--- config.mk ---
export PLATFORM = sky130hd
export DESIGN_NAME = fetch_queue
export DESIGN_NICKNAME = d
export VERILOG_FILES = /design/src/rtl/fetch_queue.sv
export SDC_FILE = /design/constraint.sdc
export NUM_CORES = 1
export LEC_CHECK = 0
export ABC_AREA = 1
export CORE_MARGIN = 1
export CORE_UTILIZATION = 45
export CTS_CLUSTER_DIAMETER = 200
export DETAILED_ROUTE_END_ITERATION = 8
export GPL_ROUTABILITY_DRIVEN = 0
export PLACE_DENSITY = 0.66
export SYNTH_ARGS = -nofsm -noshare
export SYNTH_HDL_FRONTEND = slang
export SYNTH_SLANG_ARGS = --single-unit
export TNS_END_PERCENT = 30
--- constraint.sdc ---
create_clock -name clk -period 9.5 [get_ports clk]
set_input_delay 1.9 -clock clk [delete_from_list [all_inputs] [get_ports clk]]
set_output_delay 1.9 -clock clk [all_outputs]
set_load 0.05 [all_outputs]
--- src/rtl/fetch_queue.sv ---
// Instruction fetch front end: owns the fetch PC, reads the synchronous instruction
// memory and buffers returned words in a DEPTH-entry FIFO for the IF/ID register.
module fetch_queue #(
  parameter int          DEPTH    = 4,
  parameter logic [31:0] RESET_PC = 32'h0
) (
  input  logic                       clk,
  input  logic                       rst,
  output logic                       imem_req,
  output logic [31:0]                imem_addr,
  input  logic [31:0]                imem_rdata,
  input  logic                       redirect,
  input  logic [31:0]                redirect_pc,
  input  logic                       id_ready,
  output logic                       id_valid,
  output logic [31:0]                id_instr,
  output logic [31:0]                id_pc,
  output logic [$clog2(DEPTH+1)-1:0] count
);

  localparam int AW  = $clog2(DEPTH);
  localparam int CW  = $clog2(DEPTH+1);
  localparam int CW1 = CW + 1;

  logic [31:0]   fpc;
  logic [31:0]   resp_pc;
  logic          inflight;
  logic [AW-1:0] wr_ptr;
  logic [AW-1:0] rd_ptr;
  logic [31:0]   instr_mem [DEPTH];
  logic [31:0]   pc_mem    [DEPTH];

  logic [CW1-1:0] used;
  logic           push;
  logic           pop;

  // Handshake: id_valid/id_instr/id_pc describe the head entry; an entry is consumed
  // at a rising edge where id_valid && id_ready. id_valid never depends on id_ready.

  // Credits: occupied entries plus the one response that may still be returning.
  assign used      = CW1'(count) + CW1'(inflight);
  assign imem_req  = !rst && !redirect && (used < CW1'(DEPTH));
  assign imem_addr = fpc;

  // A response landing in a redirect cycle belongs to the abandoned path.
  assign push = inflight && !redirect;
  assign pop  = id_valid && id_ready;

  assign id_valid = (count != '0);
  assign id_instr = instr_mem[rd_ptr];
  assign id_pc    = pc_mem[rd_ptr];

  always_ff @(posedge clk or posedge rst) begin
    if (rst) begin
      fpc      <= RESET_PC;
      resp_pc  <= RESET_PC;
      inflight <= 1'b0;
      wr_ptr   <= '0;
      rd_ptr   <= '0;
      count    <= '0;
    end else if (redirect) begin
      fpc      <= redirect_pc;
      inflight <= 1'b0;
      wr_ptr   <= '0;
      rd_ptr   <= '0;
      count    <= '0;
    end else begin
      if (imem_req) begin
        fpc      <= fpc + 32'd1;
        resp_pc  <= fpc;
        inflight <= 1'b1;
      end else begin
        inflight <= 1'b0;
      end
      if (push) wr_ptr <= wr_ptr + AW'(1);
      if (pop)  rd_ptr <= rd_ptr + AW'(1);
      case ({push, pop})
        2'b10:   count <= count + CW'(1);
        2'b01:   count <= count - CW'(1);
        default: count <= count;
      endcase
    end
  end

  // Payload storage carries no reset; entries are only read when counted valid.
  always_ff @(posedge clk) begin
    if (push) begin
      instr_mem[wr_ptr] <= imem_rdata;
      pc_mem[wr_ptr]    <= resp_pc;
    end
  end

endmodule

## Word level (Yosys, flattened, before mapping)

Memories as Yosys holds them, arrays and structs flattened.
Cells that the tools add are included.

- Register bits: 72
- Memories: 2
- Memory bits (writable): 256
- Output and inout port bits: 101
- Logic and storage cells: 42
- Input port bits: 68

Memories:

| memory | words | width | rd ports | clocked after memory_dff | write ports | RTL line | source |
|---|---|---|---|---|---|---|---|
| instr_mem | 4 | 32 | 1 | 0 | 1 | 30 | `logic [31:0] instr_mem [DEPTH];` |
| pc_mem | 4 | 32 | 1 | 0 | 1 | 31 | `logic [31:0] pc_mem [DEPTH];` |

- Add/subtract/negate cells: 6
- Mux-type cells: 12
- Magnitude comparators: 1
- Reductions and logical operators: 12
- Equal/unequal tests: 2
- Bitwise gates (word level): 1

Operator list:

| cell | number |
|---|---|
| $mux W32 | 2 |
| $add A32 B1 Y32 const B | 1 |
| $mux W2 | 4 |
| $pmux W3 S2 | 1 |
| $reduce_bool A2 Y1 | 3 |
| $reduce_bool A3 Y1 | 2 |
| $add A2 B1 Y2 const B | 2 |
| $add A3 B1 Y4 | 1 |
| $logic_and A1 B1 Y1 | 4 |
| $lt A4 B3 Y1 const B | 1 |
| $mux W1 | 4 |
| $add A3 B1 Y3 const B | 1 |
| $mux W3 | 1 |
| $sub A3 B1 Y3 const B | 1 |
| $eq A2 B1 Y1 const B | 1 |
| $eq A2 B2 Y1 const B | 1 |
| $logic_not A1 Y1 | 2 |
| $reduce_and A2 Y1 | 1 |
| $not A1 Y1 | 1 |

## Longest topological paths before layout

Gate-level depths: netlist of run 1.

- Word-level depth: 5
- Mapped depth: 10
- Gate-level depth less buffers: 9

## Worst setup path after synthesis of run 1

No wires, ideal clock.

- Kind: input -> register
- Start point: in redirect
- End point: mem instr_mem[0][0], enable pin
- Required time: 9.014 ns
- Arrival: 4.967 ns
- Cell stages on the path: 4
- Path buffers: 1
- Setup time: 0.486 ns
- Setup slack: 4.047 ns
- Path through: buf_4 -> inv_2 -> nand2_2 -> nor2_1

- Word-level cells in the longest chain between the ends: 4

RTL lines:

| element | RTL line | source |
|---|---|---|
| from (decl) | 12 | `input logic redirect,` |
| $logic_not A1 Y1 | 46 | `assign push = inflight && !redirect;` |
| $logic_and A1 B1 Y1 | 46 |  |
| $mux W1 | 87 | `if (push) begin` |
| $mux W1 (not written as such) | 88 | `instr_mem[wr_ptr] <= imem_rdata;` |
| to (decl) | 30 |  |

Every way passes these cells.

## Final worst setup path of run 1

- Start point: in redirect
- End point: out imem_req

- Word-level cells in the longest chain between the ends: 3

RTL lines:

| element | RTL line | source |
|---|---|---|
| $logic_not A1 Y1 | 42 | `assign imem_req = !rst && !redirect && (used < CW1'(DEPTH));` |
| $logic_and A1 B1 Y1 (2 in series) | 42 |  |
| to (decl) | 9 | `output logic imem_req,` |

Every way passes these cells.

==> results.sh, run 1 <==
export IMPL_outcome="complete, no violations"
export IMPL_syn_instance_count=1154
export IMPL_fmax_ghz=0.162
export IMPL_rsz_0062_raised_after_global_routing="false"
export IMPL_clkTransAtPathRegs_ns=0.06
export IMPL_synth_to_final_area_change_pct=23.7
export IMPL_drt_vias_per_instance=5.26
export IMPL_power_share_switching_pct=29.6
export IMPL_antennaDiodeCount=0
export IMPL_critical_path_arrival_ns=4.27
export IMPL_cts_buffers=36
export IMPL_clock_tree_buffer_depth=3
export IMPL_internal_power_uw=2710
export IMPL_timing_worst_slew_pin_value_ns=1.10
export IMPL_nets=1387
export IMPL_critical_path_cell_chain="clkdlybuf4s50_1, buf_4, nor2_4, nand3_4, buf_4, inv_1, clkdlybuf4s50_1"
export IMPL_slew_limit_fails=0
export IMPL_detailedRoute_firstIterationViolations=681
export IMPL_finalWorstPathRequiredPeriod_ns=6.17
export IMPL_timing_critical_path_slowest_stage_cell="sky130_fd_sc_hd__clkdlybuf4s50_1"
export IMPL_clk_insertion_delay_late_ns=0.49
export IMPL_ctsHoldBuffers=0
export IMPL_synthTopCellsByArea="sky130_fd_sc_hd__edfxtp_1, sky130_fd_sc_hd__dfrtp_1, sky130_fd_sc_hd__o21ai_0"
export IMPL_coreArea_sq_um=28900
export IMPL_timing_critical_path_to_type="primary output"
export IMPL_io_pins=169
export IMPL_clock_skew_ns=0.00696
export IMPL_cts_htree_levels=2
export IMPL_proportion_of_power_drawn_by_flip_flops_and_latches_pct=45.5
export IMPL_timing_max_slew_rel_slack_pct=26.4
export IMPL_antenna_violations_before_repair=0
export IMPL_design_area_sq_um=16500
export IMPL_netSwitchingPower_uw=1140
export IMPL_detailed_place_hpwl_mm=17.3
export IMPL_drt_total_wl_mm=29.6
export IMPL_post_synthesis_mean_instance_area_sq_um=11.6
export IMPL_yosysTopAreaCellShare_pct=57.5
export IMPL_timing_critical_path_slowest_cell_delay_ns=0.73
export IMPL_cts_tree="done"
export IMPL_globalRouteOverflowTotal=0
export IMPL_cp_start_kind="primary input"
export IMPL_post_synthesis_sequential_element_count=328
export IMPL_die_width_um=174
export IMPL_first_global_vias=8612
export IMPL_std_cell_rows=62
export IMPL_grt_total_usage_pct=19.6
export IMPL_clock_sinks=328
export IMPL_drive_gt1_share_pct=6.20
export IMPL_design_die_area_sq_um=30400
export IMPL_dpl_cell_area_sq_um=15400
export IMPL_fin_tns_setup_ns=0
export IMPL_worstPathMaxFanout=73
export IMPL_wl_per_cell_um=17.2
export IMPL_setup_viol=0
export IMPL_comb_power_share_pct=19.6
export IMPL_port_buffers=168
export IMPL_clock_power_share_pct=34.9
export IMPL_synth_enable_flop_cells=256
export IMPL_dr_total_vias=9068
export IMPL_post_cts_buffers=0
export IMPL_drt_pre_antenna_iters=5
export IMPL_p_leak_uw=0.00593
export IMPL_post_cts_resized=0
export IMPL_synth_cell_types=31
export IMPL_drt_antenna_net_count=0
export IMPL_irDropWorstVdd_v=0.0000987
export IMPL_syn_num_nets=1228
export IMPL_critical_path_buf_inv_count=5
export IMPL_maximum_number_of_pins_on_one_net_before_global_route_repair=74
export IMPL_synthMostInstantiatedCell="sky130_fd_sc_hd__edfxtp_1"
export IMPL_report_final_hold_viol_count=0
export IMPL_syn_cell_area_sq_um=13400
export IMPL_synth_top_cells_by_count="sky130_fd_sc_hd__edfxtp_1, sky130_fd_sc_hd__nor2_1, sky130_fd_sc_hd__o21ai_0"
export IMPL_cell_area_power_density_nw_per_um2=233
export IMPL_fraction_of_registers_with_async_set_or_reset_after_synthesis_pct=22.0
export IMPL_synth_top_flop_cell="sky130_fd_sc_hd__edfxtp_1"
export IMPL_max_cap_violations=0
export IMPL_critical_setup_path_kind="in2out"
export IMPL_detailed_route_drc_error_count=0
export IMPL_synth_largest_area_cell="sky130_fd_sc_hd__edfxtp_1"
export IMPL_fin_crit_sh_pct=64.9
export IMPL_starting_density_of_the_core_pct=46.2
export IMPL_synth_seq_area_share_pct=71.0
export IMPL_clk_root_buffer_cell="sky130_fd_sc_hd__clkbuf_16"
export IMPL_grt_pass1_wl_mm=46.9
export IMPL_timing_hold_worst_class="reg2reg"
export IMPL_synth_yosys_warnings=0
export IMPL_critPathTopFamily="buffers and inverters"
export IMPL_crit_required_ns=7.60
export IMPL_dieHeight_um=174
final cells by class:
cell class                 count  area (sq um)
tap                          384           480
fill                        2409         12400
timing repair buffer         179          1760
clock inverter                18           163
inverter                      64           243
clock buffer                  46           991
multi-input combinational    704          3400
sequential                   328          9490
through the flow:
step | total power, uW | instances | setup slack [ns] | utilization (%) | hold slack (ns)
after floorplan | 2250 | 1154 | 4.05 | - | 0.476
after global placement | 2530 | 1659 | 3.32 | 53.2 | 0.498
after detailed placement | 2540 | 1659 | 3.35 | 53.2 | 0.504
after CTS | 3890 | 1723 | 3.33 | 57.1 | 0.519
after global routing | 4010 | 1723 | 3.14 | 57.1 | 0.542
final | 3850 | 1723 | 3.33 | 57.1 | 0.519
placed cells by master, fill, tap and decap left out, types with 2 or more instances in the layout:
master | netlist | layout
sky130_fd_sc_hd__nand3b_1 | 17 | 17
sky130_fd_sc_hd__clkinvlp_4 | 0 | 3
sky130_fd_sc_hd__o22ai_1 | 64 | 64
sky130_fd_sc_hd__ha_1 | 5 | 5
sky130_fd_sc_hd__nor2_1 | 207 | 203
sky130_fd_sc_hd__dfrtp_1 | 72 | 70
sky130_fd_sc_hd__clkbuf_1 | 35 | 7
sky130_fd_sc_hd__clkinv_2 | 0 | 4
sky130_fd_sc_hd__edfxtp_1 | 256 | 256
sky130_fd_sc_hd__xor2_1 | 2 | 2
sky130_fd_sc_hd__nand4_1 | 9 | 9
sky130_fd_sc_hd__inv_1 | 61 | 59
sky130_fd_sc_hd__nor2_4 | 4 | 8
sky130_fd_sc_hd__o211ai_1 | 6 | 6
sky130_fd_sc_hd__buf_4 | 7 | 11
sky130_fd_sc_hd__clkdlybuf4s50_1 | 0 | 168
sky130_fd_sc_hd__a21oi_1 | 5 | 5
sky130_fd_sc_hd__o21ai_0 | 179 | 179
sky130_fd_sc_hd__clkinv_1 | 0 | 8
sky130_fd_sc_hd__nand3_2 | 2 | 2
sky130_fd_sc_hd__bufinv_16 | 0 | 3
sky130_fd_sc_hd__clkbuf_16 | 0 | 38
sky130_fd_sc_hd__inv_2 | 3 | 4
sky130_fd_sc_hd__nand2_1 | 144 | 144
sky130_fd_sc_hd__nand3_1 | 47 | 47
sky130_fd_sc_hd__nor2_2 | 3 | 3
sky130_fd_sc_hd__xnor2_1 | 2 | 2
power groups by stage:
| stage | Combinational [uW] | Clock [uW] | Sequential (uW) |
|---|---|---|---|
| 2_1_floorplan | 445 | 0 | 1810 |
| 3_3_place_gp | 751 | 0 | 1780 |
| 3_5_place_dp | 758 | 0 | 1780 |
| 4_1_cts | 761 | 1380 | 1750 |
| 5_1_grt | 808 | 1430 | 1760 |
| 6_report | 753 | 1340 | 1750 |
path summary, 6_finish.rpt:
check                                          end  slack [ns]              startpoint  cells after the start
setup / recovery                          imem_req        3.33                redirect                      7
hold / removal              pc_mem[1][5]$_DFFE_PP_        0.52  resp_pc[5]$_DFFE_PP0P_                      0
setup reg to reg           pc_mem[0][14]$_DFFE_PP_        6.91   wr_ptr[0]$_DFFE_PP0P_                      5
hold reg to reg             pc_mem[1][5]$_DFFE_PP_        0.52  resp_pc[5]$_DFFE_PP0P_                      0
max in group asynchronous    rd_ptr[0]$_DFFE_PP0P_        6.75                     rst                      3
min in group asynchronous    rd_ptr[0]$_DFFE_PP0P_        2.09                     rst                      3
flip-flops by register name, summed over array words and instances, names as in the netlist:
register and count:
resp_pc 32, pc_mem 128, imem_addr 32, wr_ptr 2
inflight 1, count 3, instr_mem 128, rd_ptr 2
metal layers:
layer | vias to the layer above | track usage, % | share of wire (%)
li1 | 4404 | - | -
met1 | 4345 | 27.7 | 46
met2 | 288 | 31.1 | 47
met3 | 31 | 3.59 | 5.8
met4 | 0 | 5.08 | 1.6
met5 | - | 0 | 0
kinds of logic after synthesis:
group	count (synthesis)	share of synthesized area (%)
flip-flops	328	71.0
adder cells (fa/ha/maj)	6	0.618
XOR/XNOR	4	0.262
buffers and inverters	122	3.76
AND/OR/NAND/NOR	437	13.9
AO/OA/AOI/OAI	257	10.4
worst register-to-register path: stages (launching register included):
cell and delay, ns:
sky130_fd_sc_hd__dfrtp_1 0.43, sky130_fd_sc_hd__inv_1 0.11, sky130_fd_sc_hd__ha_1 0.16, sky130_fd_sc_hd__inv_1 0.07, sky130_fd_sc_hd__nor2_4 0.84, sky130_fd_sc_hd__buf_4 0.60
Note: power is estimated with default switching activity, not from simulation.
==> inputs of run 2 (changes only) <==
--- a/config.mk
+++ b/config.mk
@@ -11,7 +11,7 @@
 export CTS_CLUSTER_DIAMETER = 200
 export DETAILED_ROUTE_END_ITERATION = 8
 export GPL_ROUTABILITY_DRIVEN = 0
-export PLACE_DENSITY = 0.66
+export PLACE_DENSITY = 0.69
 export SYNTH_ARGS = -nofsm -noshare
 export SYNTH_HDL_FRONTEND = slang
 export SYNTH_SLANG_ARGS = --single-unit
==> constraint.sdc (replaced) <==
create_clock -name clk -period 5 [get_ports clk]
set_input_delay 1 -clock clk [delete_from_list [all_inputs] [get_ports clk]]
set_output_delay 1 -clock clk [all_outputs]
set_load 0.05 [all_outputs]
==> results.sh, run 2 (synthesized netlist as in run 1, its figures left out) <==
export IMPL_clock_power_share_pct=35.6
export IMPL_globalRouteOverflowTotal=0
export IMPL_finalWorstPathRequiredPeriod_ns=4.42
export IMPL_setup_viol=0
export IMPL_design_die_area_sq_um=30400
export IMPL_fin_util_pct=57.5
export IMPL_timing_hold_worst_class="reg2reg"
export IMPL_critical_path_arrival_ns=3.42
export IMPL_drt_pre_antenna_iters=5
export IMPL_r2r_slack_ns=2.88
export IMPL_max_cap_violations=0
export IMPL_nets=1389
export IMPL_most_common_layout_cells="sky130_fd_sc_hd__edfxtp_1, sky130_fd_sc_hd__nor2_1, sky130_fd_sc_hd__o21ai_0"
export IMPL_p_leak_uw=0.00598
export IMPL_internal_power_uw=5250
export IMPL_post_cts_buffers=0
export IMPL_port_buffers=168
export IMPL_cell_area_power_density_nw_per_um2=446
export IMPL_irDropWorstVdd_v=0.000236
export IMPL_layout_area_seq_sq_um=9490
export IMPL_outcome="complete, no violations"
export IMPL_ctsHoldBuffers=0
export IMPL_timing_worst_slew_pin_value_ns=0.979
export IMPL_clock_sinks=328
export IMPL_worst_r2r_cell_count=5
export IMPL_post_cts_resized=0
export IMPL_fin_crit_sh_pct=88.4
export IMPL_report_final_hold_viol_count=0
export IMPL_comb_power_share_pct=19.6
export IMPL_multi_input_area_sq_um=3400
export IMPL_dpl_cell_area_sq_um=15500
export IMPL_detailedRoute_firstIterationViolations=689
export IMPL_clk_insertion_delay_late_ns=0.50
export IMPL_cts_tree="done"
export IMPL_starting_density_of_the_core_pct=46.2
export IMPL_proportion_of_power_drawn_by_flip_flops_and_latches_pct=44.8
export IMPL_coreArea_sq_um=28900
export IMPL_rsz_0062_raised_after_global_routing="false"
export IMPL_worstPathMaxFanout=58
export IMPL_first_global_vias=8791
export IMPL_die_width_um=174
export IMPL_drt_total_wl_mm=30.1
export IMPL_clk_root_buffer_cell="sky130_fd_sc_hd__clkbuf_16"
export IMPL_drive_gt1_share_pct=6.41
export IMPL_std_cell_rows=62
export IMPL_synth_to_final_area_change_pct=24.5
export IMPL_antenna_violations_before_repair=0
export IMPL_detailed_place_hpwl_mm=18.7
export IMPL_final_common_cell="sky130_fd_sc_hd__edfxtp_1"
export IMPL_timing_critical_path_to_type="primary output"
export IMPL_power_share_switching_pct=29.2
export IMPL_fin_tns_setup_ns=0
export IMPL_report_power_total_uw=7420
export IMPL_antennaDiodeCount=0
export IMPL_drt_vias_per_instance=5.33
export IMPL_pre_cts_setup_slack_ns=1.04
export IMPL_slew_limit_fails=0
export IMPL_clkTransAtPathRegs_ns=0.06
export IMPL_clock_skew_ns=0.0140
export IMPL_detailed_route_drc_error_count=0
export IMPL_crit_required_ns=4.00
export IMPL_cp_start_kind="flip-flop"
export IMPL_critical_path_reg2reg_startpoint="wr_ptr[0]$_DFFE_PP0P_"
export IMPL_cts_buffers=35
export IMPL_clock_tree_buffer_depth=3
export IMPL_netSwitchingPower_uw=2170
export IMPL_cp_startpoint="rd_ptr[0]$_DFFE_PP0P_"
export IMPL_wl_per_cell_um=17.5
export IMPL_design_area_sq_um=16600
export IMPL_io_pins=169
export IMPL_grt_pass1_wl_mm=47.7
export IMPL_postLayoutSetupSlackWorst_ns=0.578
export IMPL_cts_htree_levels=2
export IMPL_timing_max_slew_rel_slack_pct=34.7
export IMPL_critPathCapture="id_pc[11]"
export IMPL_dr_total_vias=9186
export IMPL_filler_cell_count=2398
export IMPL_reg2reg_to="pc_mem[0][14]$_DFFE_PP_"
export IMPL_dieHeight_um=174
export IMPL_critical_setup_path_kind="reg2out"
export IMPL_drt_antenna_net_count=0
export IMPL_maximum_number_of_pins_on_one_net_before_global_route_repair=87
export IMPL_grt_total_usage_pct=19.9
export IMPL_top_flop_regs="instr_mem (128), pc_mem (128)"
export IMPL_fmax_ghz=0.226
[run 2: cell types whose count changed in the layout (fill, tap and decap cells not counted), sizes merged]
| cell | change |
|---|---|
| inv | -1 |
| buf | +4 |
| clkinvlp | -2 |
| clkinv | -4 |
| bufinv | +2 |
| clkdlybuf4s50 | -1 |
| clkbuf | +4 |
[run 2: power by group through the flow]
stage               Sequential [uW]  Clock [uW]  Combinational (uW)
global placement               3370           0                1450
finish                         3320        2640                1450
CTS                            3320        2700                1470
floorplan                      3440           0                 845
global route                   3350        2810                1550
detailed placement             3370           0                1460
[run 2: per-layer routing]
layer	routed length (um)	vias to the layer above	global-route usage (%)
li1	-	4398	-
met1	13900	4427	29.0
met2	13800	316	31.0
met3	1900	45	3.13
met4	556	0	5.81
met5	0	-	0
[run 2: per-stage QoR]
step	cells	hold WS (ns)
CTS	1725	0.521
detailed placement	1662	0.504
finish	1725	0.519
floorplan	1154	0.476
global route	1725	0.545
global placement	1662	0.500
[run 2: layout make-up]
class	instances	area share, %
Timing Repair Buffer	182	11.0
Tap cell	384	2.89
Clock inverter	13	1.12
Inverter	64	1.45
Multi-Input combinational cell	704	20.4
Clock buffer	50	6.04
Sequential cell	328	57.0
[run 2: how the worst min path moves through the flow]
stage	from	to	slack, ns	cells past startpoint
global placement	resp_pc[8]$_DFFE_PP0P_	pc_mem[0][8]$_DFFE_PP_	0.50	0
global route	resp_pc[26]$_DFFE_PP0P_	pc_mem[2][26]$_DFFE_PP_	0.54	0
CTS	resp_pc[8]$_DFFE_PP0P_	pc_mem[0][8]$_DFFE_PP_	0.52	0
detailed placement	resp_pc[8]$_DFFE_PP0P_	pc_mem[0][8]$_DFFE_PP_	0.50	0
finish	resp_pc[15]$_DFFE_PP0P_	pc_mem[3][15]$_DFFE_PP_	0.52	0
floorplan	resp_pc[0]$_DFFE_PP0P_	pc_mem[0][0]$_DFFE_PP_	0.48	0
[run 2: critical path, cell delays in order, from the launching register on]
cell and delay (ns):
sky130_fd_sc_hd__dfrtp_4 0.72, sky130_fd_sc_hd__clkinv_2 0.67, sky130_fd_sc_hd__buf_12 0.43, sky130_fd_sc_hd__o21ai_0 0.21, sky130_fd_sc_hd__o22ai_1 0.12, sky130_fd_sc_hd__clkdlybuf4s50_1 0.71
